## src/rtl/hart_lsu.sv

```systemverilog
// hart_lsu: load/store unit between the execute stage and a ready/valid data
// memory. Handles byte/half/word accesses, lane masks, store-data shifting,
// load extension, misalignment traps and a WAIT-state timeout.
//
// Optional feature macro: HART_LSU_SPLIT_EN
//   undefined : every misaligned access traps
//   defined   : misaligned accesses are performed (word-crossing ones in two beats)
//
// Ports
//   i_clk, i_rst_n                 clock, async active-low reset
//   i_req_*  / o_req_ready         pipeline request handshake and payload
//   o_rsp_*                        one-cycle completion pulse, data, trap, fault
//   o_mem_*                        word-aligned memory request (addr, ren/wen, data, mask)
//   i_mem_ready/valid/rdata        memory accept, completion and read data
module hart_lsu #(
  parameter int unsigned TIMEOUT     = 255,
  parameter bit          RESET_READY = 1'b1
) (
  input  logic        i_clk,
  input  logic        i_rst_n,
  input  logic        i_req_valid,
  output logic        o_req_ready,
  input  logic        i_req_wen,
  input  logic [1:0]  i_req_size,
  input  logic        i_req_unsigned,
  input  logic [31:0] i_req_addr,
  input  logic [31:0] i_req_wdata,
  output logic        o_rsp_valid,
  output logic [31:0] o_rsp_rdata,
  output logic        o_rsp_trap,
  output logic        o_rsp_fault,
  output logic [31:0] o_mem_addr,
  output logic        o_mem_ren,
  output logic        o_mem_wen,
  output logic [31:0] o_mem_wdata,
  output logic [3:0]  o_mem_mask,
  input  logic        i_mem_ready,
  input  logic        i_mem_valid,
  input  logic [31:0] i_mem_rdata
);

  localparam int unsigned CNT_W = (TIMEOUT > 0) ? $clog2(TIMEOUT + 1) : 1;
`ifdef HART_LSU_SPLIT_EN
  localparam int unsigned LANE_W = 8;
`else
  localparam int unsigned LANE_W = 4;
`endif
  localparam int unsigned DATA_W = 8 * LANE_W;

  typedef enum logic [2:0] {
    ST_IDLE,
    ST_REQ,
    ST_WAIT,
    ST_RESP
`ifdef HART_LSU_SPLIT_EN
    , ST_REQ2
    , ST_WAIT2
`endif
  } state_t;

  state_t             state, state_n;
  logic [CNT_W-1:0]   cnt, cnt_n;
  logic               armed;

  logic               wen_q, wen_n;
  logic [1:0]         size_q, size_n;
  logic               uns_q, uns_n;
  logic [31:0]        addr_q, addr_n;
  logic [31:0]        wdata_q, wdata_n;
`ifdef HART_LSU_SPLIT_EN
  logic [31:0]        lo_q, lo_n;
  logic               cross_q;
`endif

  logic               req_bad;
  logic               timed_out;
  logic [LANE_W-1:0]  lane_mask;
  logic [DATA_W-1:0]  lane_wdata;

  logic               ready_n, rsp_valid_n, trap_n, fault_n;
  logic [31:0]        rdata_n;
  logic [31:0]        mem_addr_n, mem_wdata_n;
  logic [3:0]         mem_mask_n;
  logic               mem_ren_n, mem_wen_n;

  function automatic logic [3:0] base_mask(input logic [1:0] size);
    case (size)
      2'd0:    return 4'b0001;
      2'd1:    return 4'b0011;
      default: return 4'b1111;
    endcase
  endfunction

  // Shift the selected bytes down to lane 0, then truncate and extend.
  function automatic logic [31:0] load_ext(input logic [63:0] pair, input logic [1:0] off,
                                           input logic [1:0] size, input logic uns);
    logic [31:0] sh;
    sh = 32'(pair >> {off, 3'b000});
    case (size)
      2'd0:    return uns ? {24'h0, sh[7:0]}  : {{24{sh[7]}}, sh[7:0]};
      2'd1:    return uns ? {16'h0, sh[15:0]} : {{16{sh[15]}}, sh[15:0]};
      default: return sh;
    endcase
  endfunction

  // Requests that must trap without touching memory.
`ifdef HART_LSU_SPLIT_EN
  assign req_bad = (i_req_size == 2'd3);
  assign cross_q = ((size_q == 2'd1) && (addr_q[1:0] == 2'd3)) ||
                   ((size_q == 2'd2) && (addr_q[1:0] != 2'd0));
`else
  assign req_bad = (i_req_size == 2'd3) ||
                   ((i_req_size == 2'd1) && i_req_addr[0]) ||
                   ((i_req_size == 2'd2) && (i_req_addr[1:0] != 2'd0));
`endif

  assign timed_out = (TIMEOUT != 0) && (cnt == CNT_W'(TIMEOUT));

  // State register.
  always_ff @(posedge i_clk or negedge i_rst_n) begin
    if (!i_rst_n) state <= ST_IDLE;
    else          state <= state_n;
  end

  // Next state, captured request, and next values of every registered output.
  always_comb begin
    state_n = state;
    cnt_n   = cnt;
    wen_n   = wen_q;
    size_n  = size_q;
    uns_n   = uns_q;
    addr_n  = addr_q;
    wdata_n = wdata_q;
`ifdef HART_LSU_SPLIT_EN
    lo_n    = lo_q;
`endif
    trap_n  = 1'b0;
    fault_n = 1'b0;
    rdata_n = '0;

    unique case (state)
      ST_IDLE: begin
        if (i_req_valid && o_req_ready) begin
          wen_n   = i_req_wen;
          size_n  = i_req_size;
          uns_n   = i_req_unsigned;
          addr_n  = i_req_addr;
          wdata_n = i_req_wdata;
          if (req_bad) begin
            state_n = ST_RESP;
            trap_n  = 1'b1;
          end else begin
            state_n = ST_REQ;
          end
        end
      end
      ST_REQ: begin
        if (i_mem_ready) begin
          state_n = ST_WAIT;
          cnt_n   = '0;
        end
      end
      ST_WAIT: begin
        if (i_mem_valid) begin
          state_n = ST_RESP;
          rdata_n = wen_q ? 32'h0 : load_ext({32'h0, i_mem_rdata}, addr_q[1:0], size_q, uns_q);
`ifdef HART_LSU_SPLIT_EN
          if (cross_q) begin
            state_n = ST_REQ2;
            rdata_n = '0;
            lo_n    = i_mem_rdata;
          end
`endif
        end else if (timed_out) begin
          state_n = ST_RESP;
          fault_n = 1'b1;
        end else begin
          cnt_n = cnt + CNT_W'(1);
        end
      end
`ifdef HART_LSU_SPLIT_EN
      ST_REQ2: begin
        if (i_mem_ready) begin
          state_n = ST_WAIT2;
          cnt_n   = '0;
        end
      end
      ST_WAIT2: begin
        if (i_mem_valid) begin
          state_n = ST_RESP;
          rdata_n = wen_q ? 32'h0 : load_ext({i_mem_rdata, lo_q}, addr_q[1:0], size_q, uns_q);
        end else if (timed_out) begin
          state_n = ST_RESP;
          fault_n = 1'b1;
        end else begin
          cnt_n = cnt + CNT_W'(1);
        end
      end
`endif
      ST_RESP: state_n = ST_IDLE;
      default: state_n = ST_IDLE;
    endcase

    // Lanes for the (possibly two-beat) access; the upper half feeds beat 2.
    lane_mask  = LANE_W'(base_mask(size_n)) << addr_n[1:0];
    lane_wdata = DATA_W'(wdata_n) << {addr_n[1:0], 3'b000};

    mem_addr_n  = '0;
    mem_wdata_n = '0;
    mem_mask_n  = '0;
    mem_ren_n   = 1'b0;
    mem_wen_n   = 1'b0;
    if (state_n == ST_REQ) begin
      mem_addr_n  = {addr_n[31:2], 2'b00};
      mem_wdata_n = lane_wdata[31:0];
      mem_mask_n  = lane_mask[3:0];
      mem_ren_n   = !wen_n;
      mem_wen_n   = wen_n;
    end
`ifdef HART_LSU_SPLIT_EN
    if (state_n == ST_REQ2) begin
      mem_addr_n  = {addr_n[31:2], 2'b00} + 32'd4;
      mem_wdata_n = lane_wdata[63:32];
      mem_mask_n  = lane_mask[7:4];
      mem_ren_n   = !wen_n;
      mem_wen_n   = wen_n;
    end
`endif

    ready_n     = (state_n == ST_IDLE) && (armed || RESET_READY);
    rsp_valid_n = (state_n == ST_RESP);
  end

  // Request capture, timeout counter and output registers.
  always_ff @(posedge i_clk or negedge i_rst_n) begin
    if (!i_rst_n) begin
      cnt         <= '0;
      armed       <= 1'b0;
      wen_q       <= 1'b0;
      size_q      <= '0;
      uns_q       <= 1'b0;
      addr_q      <= '0;
      wdata_q     <= '0;
`ifdef HART_LSU_SPLIT_EN
      lo_q        <= '0;
`endif
      o_req_ready <= 1'b0;
      o_rsp_valid <= 1'b0;
      o_rsp_rdata <= '0;
      o_rsp_trap  <= 1'b0;
      o_rsp_fault <= 1'b0;
      o_mem_addr  <= '0;
      o_mem_ren   <= 1'b0;
      o_mem_wen   <= 1'b0;
      o_mem_wdata <= '0;
      o_mem_mask  <= '0;
    end else begin
      cnt         <= cnt_n;
      armed       <= 1'b1;
      wen_q       <= wen_n;
      size_q      <= size_n;
      uns_q       <= uns_n;
      addr_q      <= addr_n;
      wdata_q     <= wdata_n;
`ifdef HART_LSU_SPLIT_EN
      lo_q        <= lo_n;
`endif
      o_req_ready <= ready_n;
      o_rsp_valid <= rsp_valid_n;
      o_rsp_rdata <= rdata_n;
      o_rsp_trap  <= trap_n;
      o_rsp_fault <= fault_n;
      o_mem_addr  <= mem_addr_n;
      o_mem_ren   <= mem_ren_n;
      o_mem_wen   <= mem_wen_n;
      o_mem_wdata <= mem_wdata_n;
      o_mem_mask  <= mem_mask_n;
    end
  end

endmodule

```

## config.mk

```make
export PLATFORM = sky130hd
export DESIGN_NAME = hart_lsu
export DESIGN_NICKNAME = d
export VERILOG_FILES = /design/src/rtl/hart_lsu.sv
export SDC_FILE = /design/constraint.sdc
export NUM_CORES = 1
export LEC_CHECK = 0
export ABC_AREA = 1
export BUFFER_PORTS_ARGS = -buffer_cell sky130_fd_sc_hd__buf_2
export CORE_MARGIN = 1.5
export CORE_UTILIZATION = 48
export DETAILED_ROUTE_END_ITERATION = 6
export PLACE_DENSITY_LB_ADDON = 0.15
export SYNTH_ARGS = -nofsm -noshare
export SYNTH_HDL_FRONTEND = slang
export SYNTH_SLANG_ARGS = --single-unit
```

## constraint.sdc

```tcl
create_clock -name i_clk -period 1.5 [get_ports i_clk]
set_input_delay 0 -clock i_clk [delete_from_list [all_inputs] [get_ports i_clk]]
set_output_delay 0 -clock i_clk [all_outputs]
set_load 0.1 [all_outputs]
```

# [Word-level counts from Yosys, hierarchy flattened]
# Cells that the tools add are included.
[classes] add_sub_neg=1 eq_ne=13 shift=3 mux=36 n_reduce_logical=14
[op_table] operator="$mux W32" n=11
[op_table] operator="$pmux W32 S2" n=1
[op_table] operator="$shl A32 B5 Y32" n=1
[op_table] operator="$shr A32 B5 Y32" n=1
[op_table] operator="$mux W8" n=3
[op_table] operator="$pmux W8 S2" n=1
[op_table] operator="$mux W3" n=4
[op_table] operator="$mux W1" n=10
[op_table] operator="$pmux W3 S3" n=1
[op_table] operator="$add A8 B1 Y8 const B" n=1
[op_table] operator="$eq A8 B8 Y1 const B" n=1
[op_table] operator="$pmux W4 S2" n=1
[op_table] operator="$eq A2 B1 Y1 const B" n=3
[op_table] operator="$eq A3 B1 Y1 const B" n=2
[op_table] operator="$eq A3 B2 Y1 const B" n=2
[op_table] operator="$logic_not A3 Y1" n=2
[op_table] operator="$mux W2" n=3
[op_table] operator="$ne A2 B2 Y1 const B" n=3
[op_table] operator="$eq A2 B2 Y1 const B" n=2
[op_table] operator="$logic_not A2 Y1" n=2
[op_table] operator="$mux W4" n=1
[op_table] operator="$reduce_and A4 Y1" n=1
[op_table] operator="$reduce_bool A2 Y1" n=2
[op_table] operator="$shl A4 B2 Y4" n=1
[op_table] operator="other kinds (4)" n=7
[totals] regBits=185 input_bits=105 output_inout_bits=106 wordCells=84

# [Longest topological paths before layout]
[logic_depth] depth_word=9 depth_mapped=12 ltp_nobuf=9

# [Worst setup path before layout]
# OpenSTA, ideal clock, no wires.
[synth_timing] path_type="reg-to-reg" from="reg o_req_ready" to="reg o_mem_addr[31]" setup_ns=0.126 arrival_time_ns=2.148 required_time_ns=1.374 path_slack_ns=-0.775 stages_incl_launch_ff=10 n_path_buf=3 synth_period_minus_slack_ns=2.275 cell_sequence="dfrtp_1 > buf_4 > nand2_4 > inv_1 > nand3_1 > buf_4 > clkbuf_1 > or2_2 > o21ai_0 > nor2_2"
[synth_via] elab_chain_cells=5 word_cells_on_any_way=7 classes_between="eq/ne (1); mux (5); reduce/logical (1)"
[synth_rtl] item="from (decl)" line="22" text="output logic o_req_ready,"
[synth_rtl] item="from (signal assigned)" line="268" text="o_req_ready <= ready_n;"
[synth_rtl] item="$logic_and A1 B1 Y1 (*)" line="143" text="if (i_req_valid && o_req_ready) begin"
[synth_rtl] item="$mux W3" line="143"
[synth_rtl] item="$pmux W3 S3" line="141" text="unique case (state)"
[synth_rtl] item="$eq A3 B1 Y1" line="213" text="if (state_n == ST_REQ) begin"
[synth_rtl] item="$mux W32 (*)" line="213"
[synth_rtl] item="named net mem_addr_n[31]" line="82" text="logic [31:0] mem_addr_n, mem_wdata_n;"
[synth_rtl] item="to (signal assigned)" line="273" text="o_mem_addr <= mem_addr_n;"
[synth_rtl] item="to (decl)" line="32" text="output logic [31:0] o_mem_addr,"
# Mark *: on every way through the listed nets, which the timed path passes. The rest lies on a longest branch.
# A chain may end at the register's enable or synchronous reset.

# [Worst setup path after layout]
[layout_timing] from="reg state[1]" to="reg o_mem_addr[30]"
[layout_via] elab_chain_cells=5 word_cells_on_any_way=11 classes_between="eq/ne (3); mux (7); reduce/logical (1)"
[layout_rtl] item="from (decl)" line="61" text="state_t state, state_n;"
[layout_rtl] item="from (signal assigned)" line="122" text="else state <= state_n;"
[layout_rtl] item="$mux W3" line="174" text="end else if (timed_out) begin"
[layout_rtl] item="$mux W3" line="164" text="if (i_mem_valid) begin"
[layout_rtl] item="$pmux W3 S3" line="141"
[layout_rtl] item="$eq A3 B1 Y1" line="213"
[layout_rtl] item="$mux W32 (*)" line="213"
[layout_rtl] item="named net mem_addr_n[30]" line="82"
# Marked as above.

==> key figures <==
Setup path
  – Worst-path fanout max: 6
  – CP Class: flop to flop
  – CP Capture Type: flop
  – Worst Path Arrival: 1.98 ns
  – Cell chain of the critical path: nor2_4 -> buf_6 -> nand2_8 -> nor2_4 -> buf_6 -> buf_12 -> clkbuf_16 -> o21ai_4 -> nor2_1
  – Setup crit start kind: flop
  – R2R Path Start: state[1]$_DFF_PN0_
  – Worst Path Required: 1.86 ns
  – R2R depth: 9
  – Setup slack, reg-to-reg: -0.12 ns
  – R2r endpoint: o_mem_addr[30]$_DFF_PN0_
  – Worst path slowest cell: dfrtp_1
  – Worst path max stage delay: 0.42 ns

STA
  – Least-Margin Pin Slew: 0.523 ns
  – Fin. Hold Viols: 0
  – Final Setup Violations: 100
  – Clk_skew: 0.00986 ns
  – Unrepaired setup endpoints after global routing: true
  – Slew Limit Fails: 0
  – Max Clk Rate: 616 MHz
  – Sum Neg Setup Slack: -7.34 ns
  – Max-slew headroom: 65.4%
  – Setup ws final: -0.124 ns
  – Fin crit period: 1.62 ns
  – Final cycle utilization of the critical path: 108%

Yosys
  – Mapped cell area: 8310 um^2
  – Gate Count Post-Synth: 1,038
  – Seq/Total Area, Yosys: 55.1%
  – Netlist cell types: 32
  – Ys Warns: 0
  – Dominant synthesized flop cell: dfrtp_1
  – EDFF count, synth: 0
  – Share of flip-flops with an asynchronous set or reset: 100%
  – Flops & latches, synth: 183
  – Mean Syn Cell Area: 8.00 um^2

Global routing
  – Vias in the first global route: 7,986
  – Largest net degree at the start of global routing: 52
  – Total gr overflow: 0
  – Total track usage: 27.0%
  – Global-route wire length before repair: 38,500 um
  – Initial antenna violation count: 0

Place
  – Inst Count DP: 1,502
  – DP HPWL: 16,100 um
  – I/O Buffers: 208
  – Routability cong.: 0.859

Floorplanning
  – IO Pins: 211
  – Core area: 16,800 um^2
  – Initial core utilization: 49.6%
  – Core Rows: 47
  – Die Ht: 135 um
  – Die Width: 135 um
  – Die Area: 18,100 um^2

Power
  – Logic pwr share: 55.0%
  – Pleak: 6.94 nW
  – Pint: 13.8 mW
  – Flop pwr share: 27.2%
  – VDD IR max: 0.00141 V
  – P per Cell Area: 2080 nW/um^2
  – Clock share of power: 17.8%
  – Pwr Total: 26.5 mW
  – Net Sw Frac: 48.0%
  – Switch Pwr: 12.7 mW

Min path
  – Hold Path Sink: wdata_q[12]$_DFF_PN0_
  – Hold Crit Depth: 5
  – Min-delay src: i_req_wdata[12]
  – Hold crit path type: input port to flop

Detailed routing
  – Drt pass-1 iters: 5
  – Wirelength per Cell: 15.5 um
  – Vias: 8,238
  – DRC violations left: 0
  – Vias per Instance: 5.02
  – First DRT Iteration DRCs: 592
  – Antenna-violating nets left: 0
  – Routed WL: 25,400 um

Clocking
  – Worst-path clk slew: 0.07 ns
  – Clock sink total: 183
  – Clock root buffer: clkbuf_16
  – Clk_lat worst skew: 0.43 ns
  – # H-tree levels: 4
  – Longest Clk Path Bufs: 2
  – CTS Buf Count: 17
  – CTS tree: done

Cells and area
  – Antenna diodes: 0
  – Area Growth Syn to Fin: 53.3%
  – Share of cells above drive strength 1: 34.6%
  – Nets@finish: 1,513
  – Non-filler cells, final: 1,640

Run status
  – Failing checks: negative setup slack
  – Status: finished with violations

Run
  – Max Cap Violations: 0
[worst max-delay path by stage]
stage | start | end | slack [ns] | depth (start not counted)
after floorplan | o_req_ready$_DFF_PN0_ | o_mem_wdata[18]$_DFF_PN0_ | -0.23 | 10
after global placement | state[0]$_DFF_PN0_ | o_mem_wdata[16]$_DFF_PN0_ | -0.06 | 9
after detailed placement | cnt[0]$_DFFE_PN0P_ | o_mem_wdata[16]$_DFF_PN0_ | -0.11 | 10
after CTS | state[2]$_DFF_PN0_ | o_mem_addr[25]$_DFF_PN0_ | -0.08 | 10
after global routing | state[1]$_DFF_PN0_ | o_mem_addr[21]$_DFF_PN0_ | -0.20 | 9
final | state[1]$_DFF_PN0_ | o_mem_addr[30]$_DFF_PN0_ | -0.12 | 9
[kinds of logic (layout without fill, tap and decap cells)]
| family | count (synthesis) | in the layout | synth area share (%) |
|---|---|---|---|
| and+or+nand+nor | 650 | 650 | 33.0 |
| DFF | 183 | 183 | 55.1 |
| xor gates and xnor gates | 2 | 2 | 0.211 |
| buffers and inverters | 128 | 508 | 6.93 |
| AOI/OAI and AO/OA | 73 | 73 | 4.50 |
| other | 1 | 3 | 0.0451 |
| adders and majority gates | 1 | 1 | 0.151 |
[Yosys cell counts, types with 2 or more instances]
| cell | n | share of area (%) |
|---|---|---|
| nand2_1 | 392 | 18 |
| a21oi_1 | 16 | 0.96 |
| buf_2 | 20 | 1.2 |
| nand4_1 | 4 | 0.30 |
| xor2_1 | 2 | 0.21 |
| o21ai_0 | 54 | 3.3 |
| nand3_1 | 84 | 5.1 |
| clkbuf_1 | 26 | 1.2 |
| or2_2 | 31 | 2.3 |
| dfrtp_1 | 183 | 55 |
| nor2_2 | 9 | 0.68 |
| nand2_2 | 2 | 0.15 |
| buf_6 | 6 | 0.81 |
| nand2_4 | 3 | 0.41 |
| inv_1 | 67 | 3.0 |
| nor2_1 | 115 | 5.2 |
| nor2_4 | 4 | 0.54 |
| buf_4 | 6 | 0.54 |
[final cells by class]
class                           count  area [um^2]
Clock buffer                       17          425
Clock inverter                     15          215
Fill cell                        1191         4030
Inverter                           70          270
Multi-Input combinational cell    729         3730
Sequential cell                   183         4580
Tap cell                          220          275
Timing Repair Buffer              406         3230
[sequential cells by signal (all words and copies together) (netlist names)]
register / flops
state: 3
addr_q: 32
o_mem_mask: 4
o_mem_addr: 30
o_rsp_trap: 1
o_mem_wdata: 32
wen_q: 1
uns_q: 1
cnt: 8
o_rsp_rdata: 32
o_mem_ren: 1
o_mem_wen: 1
o_rsp_fault: 1
size_q: 2
o_req_ready: 1
wdata_q: 32
o_rsp_valid: 1
[metrics by stage]
stage,worst slack (ns),area [um^2],utilization (%),hold slack (ns)
4_1_cts,-0.0762,12300,73.1,0.00224
5_1_grt,-0.202,12700,76.0,-0.00425
3_3_place_gp,-0.0629,10500,62.9,-0.0576
2_1_floorplan,-0.226,8650,-,-0.296
6_report,-0.124,12700,76.0,0.00172
3_5_place_dp,-0.106,10500,62.9,-0.0604
[worst max-delay path, delay by kind of cell, from the launching register on]
kind / cells / cell delay, ns
AOI/OAI and AO/OA: 1 / 0.06
buffers and inverters: 4 / 0.59
DFF: 1 / 0.42
and+or+nand+nor: 4 / 0.48
[power groups by stage]
| stage | clock network, mW | logic, mW | registers [mW] |
|---|---|---|---|
| 2_1_floorplan | 0 | 5.84 | 10.6 |
| 4_1_cts | 4.75 | 13.6 | 7.07 |
| 3_5_place_dp | 0 | 12.9 | 7.14 |
| 3_3_place_gp | 0 | 12.8 | 7.11 |
| 5_1_grt | 4.94 | 15.6 | 7.34 |
| 6_report | 4.70 | 14.6 | 7.21 |
[placed cells by master, fill, tap and decap left out, types with 7 or more instances in the layout]
cell type and n:
nand2_2 21, o21ai_2 10, o21ai_4 23, inv_2 9, buf_6 12, a21oi_1 15, clkbuf_16 22, buf_4 66
buf_2 206, buf_12 24, nand3_1 79, or2_4 30, dlygate4sd3_1 89, nor2_1 104, dfrtp_1 182, nand2_1 367
inv_1 58, o21ai_0 22, nand2_4 7, nor2_2 19
[routing by layer]
metal	track usage (%)	part of all wire, %
met4	8.90	2.5
met1	33.7	41
met5	0	0
met3	3.90	5.4
met2	48.2	51
[repair_timing]
action                                 in CTS  in global routing
setup buffers                               6                  4
gates cloned                                1                  6
resized for setup                          36                 63
pin swaps                                   7                  8
setup endpoints to repair                 106                141
endpoints found under the hold margin     301                  0
hold buffers                               89                  0
No activity file was read; power rests on OpenSTA's default activity.
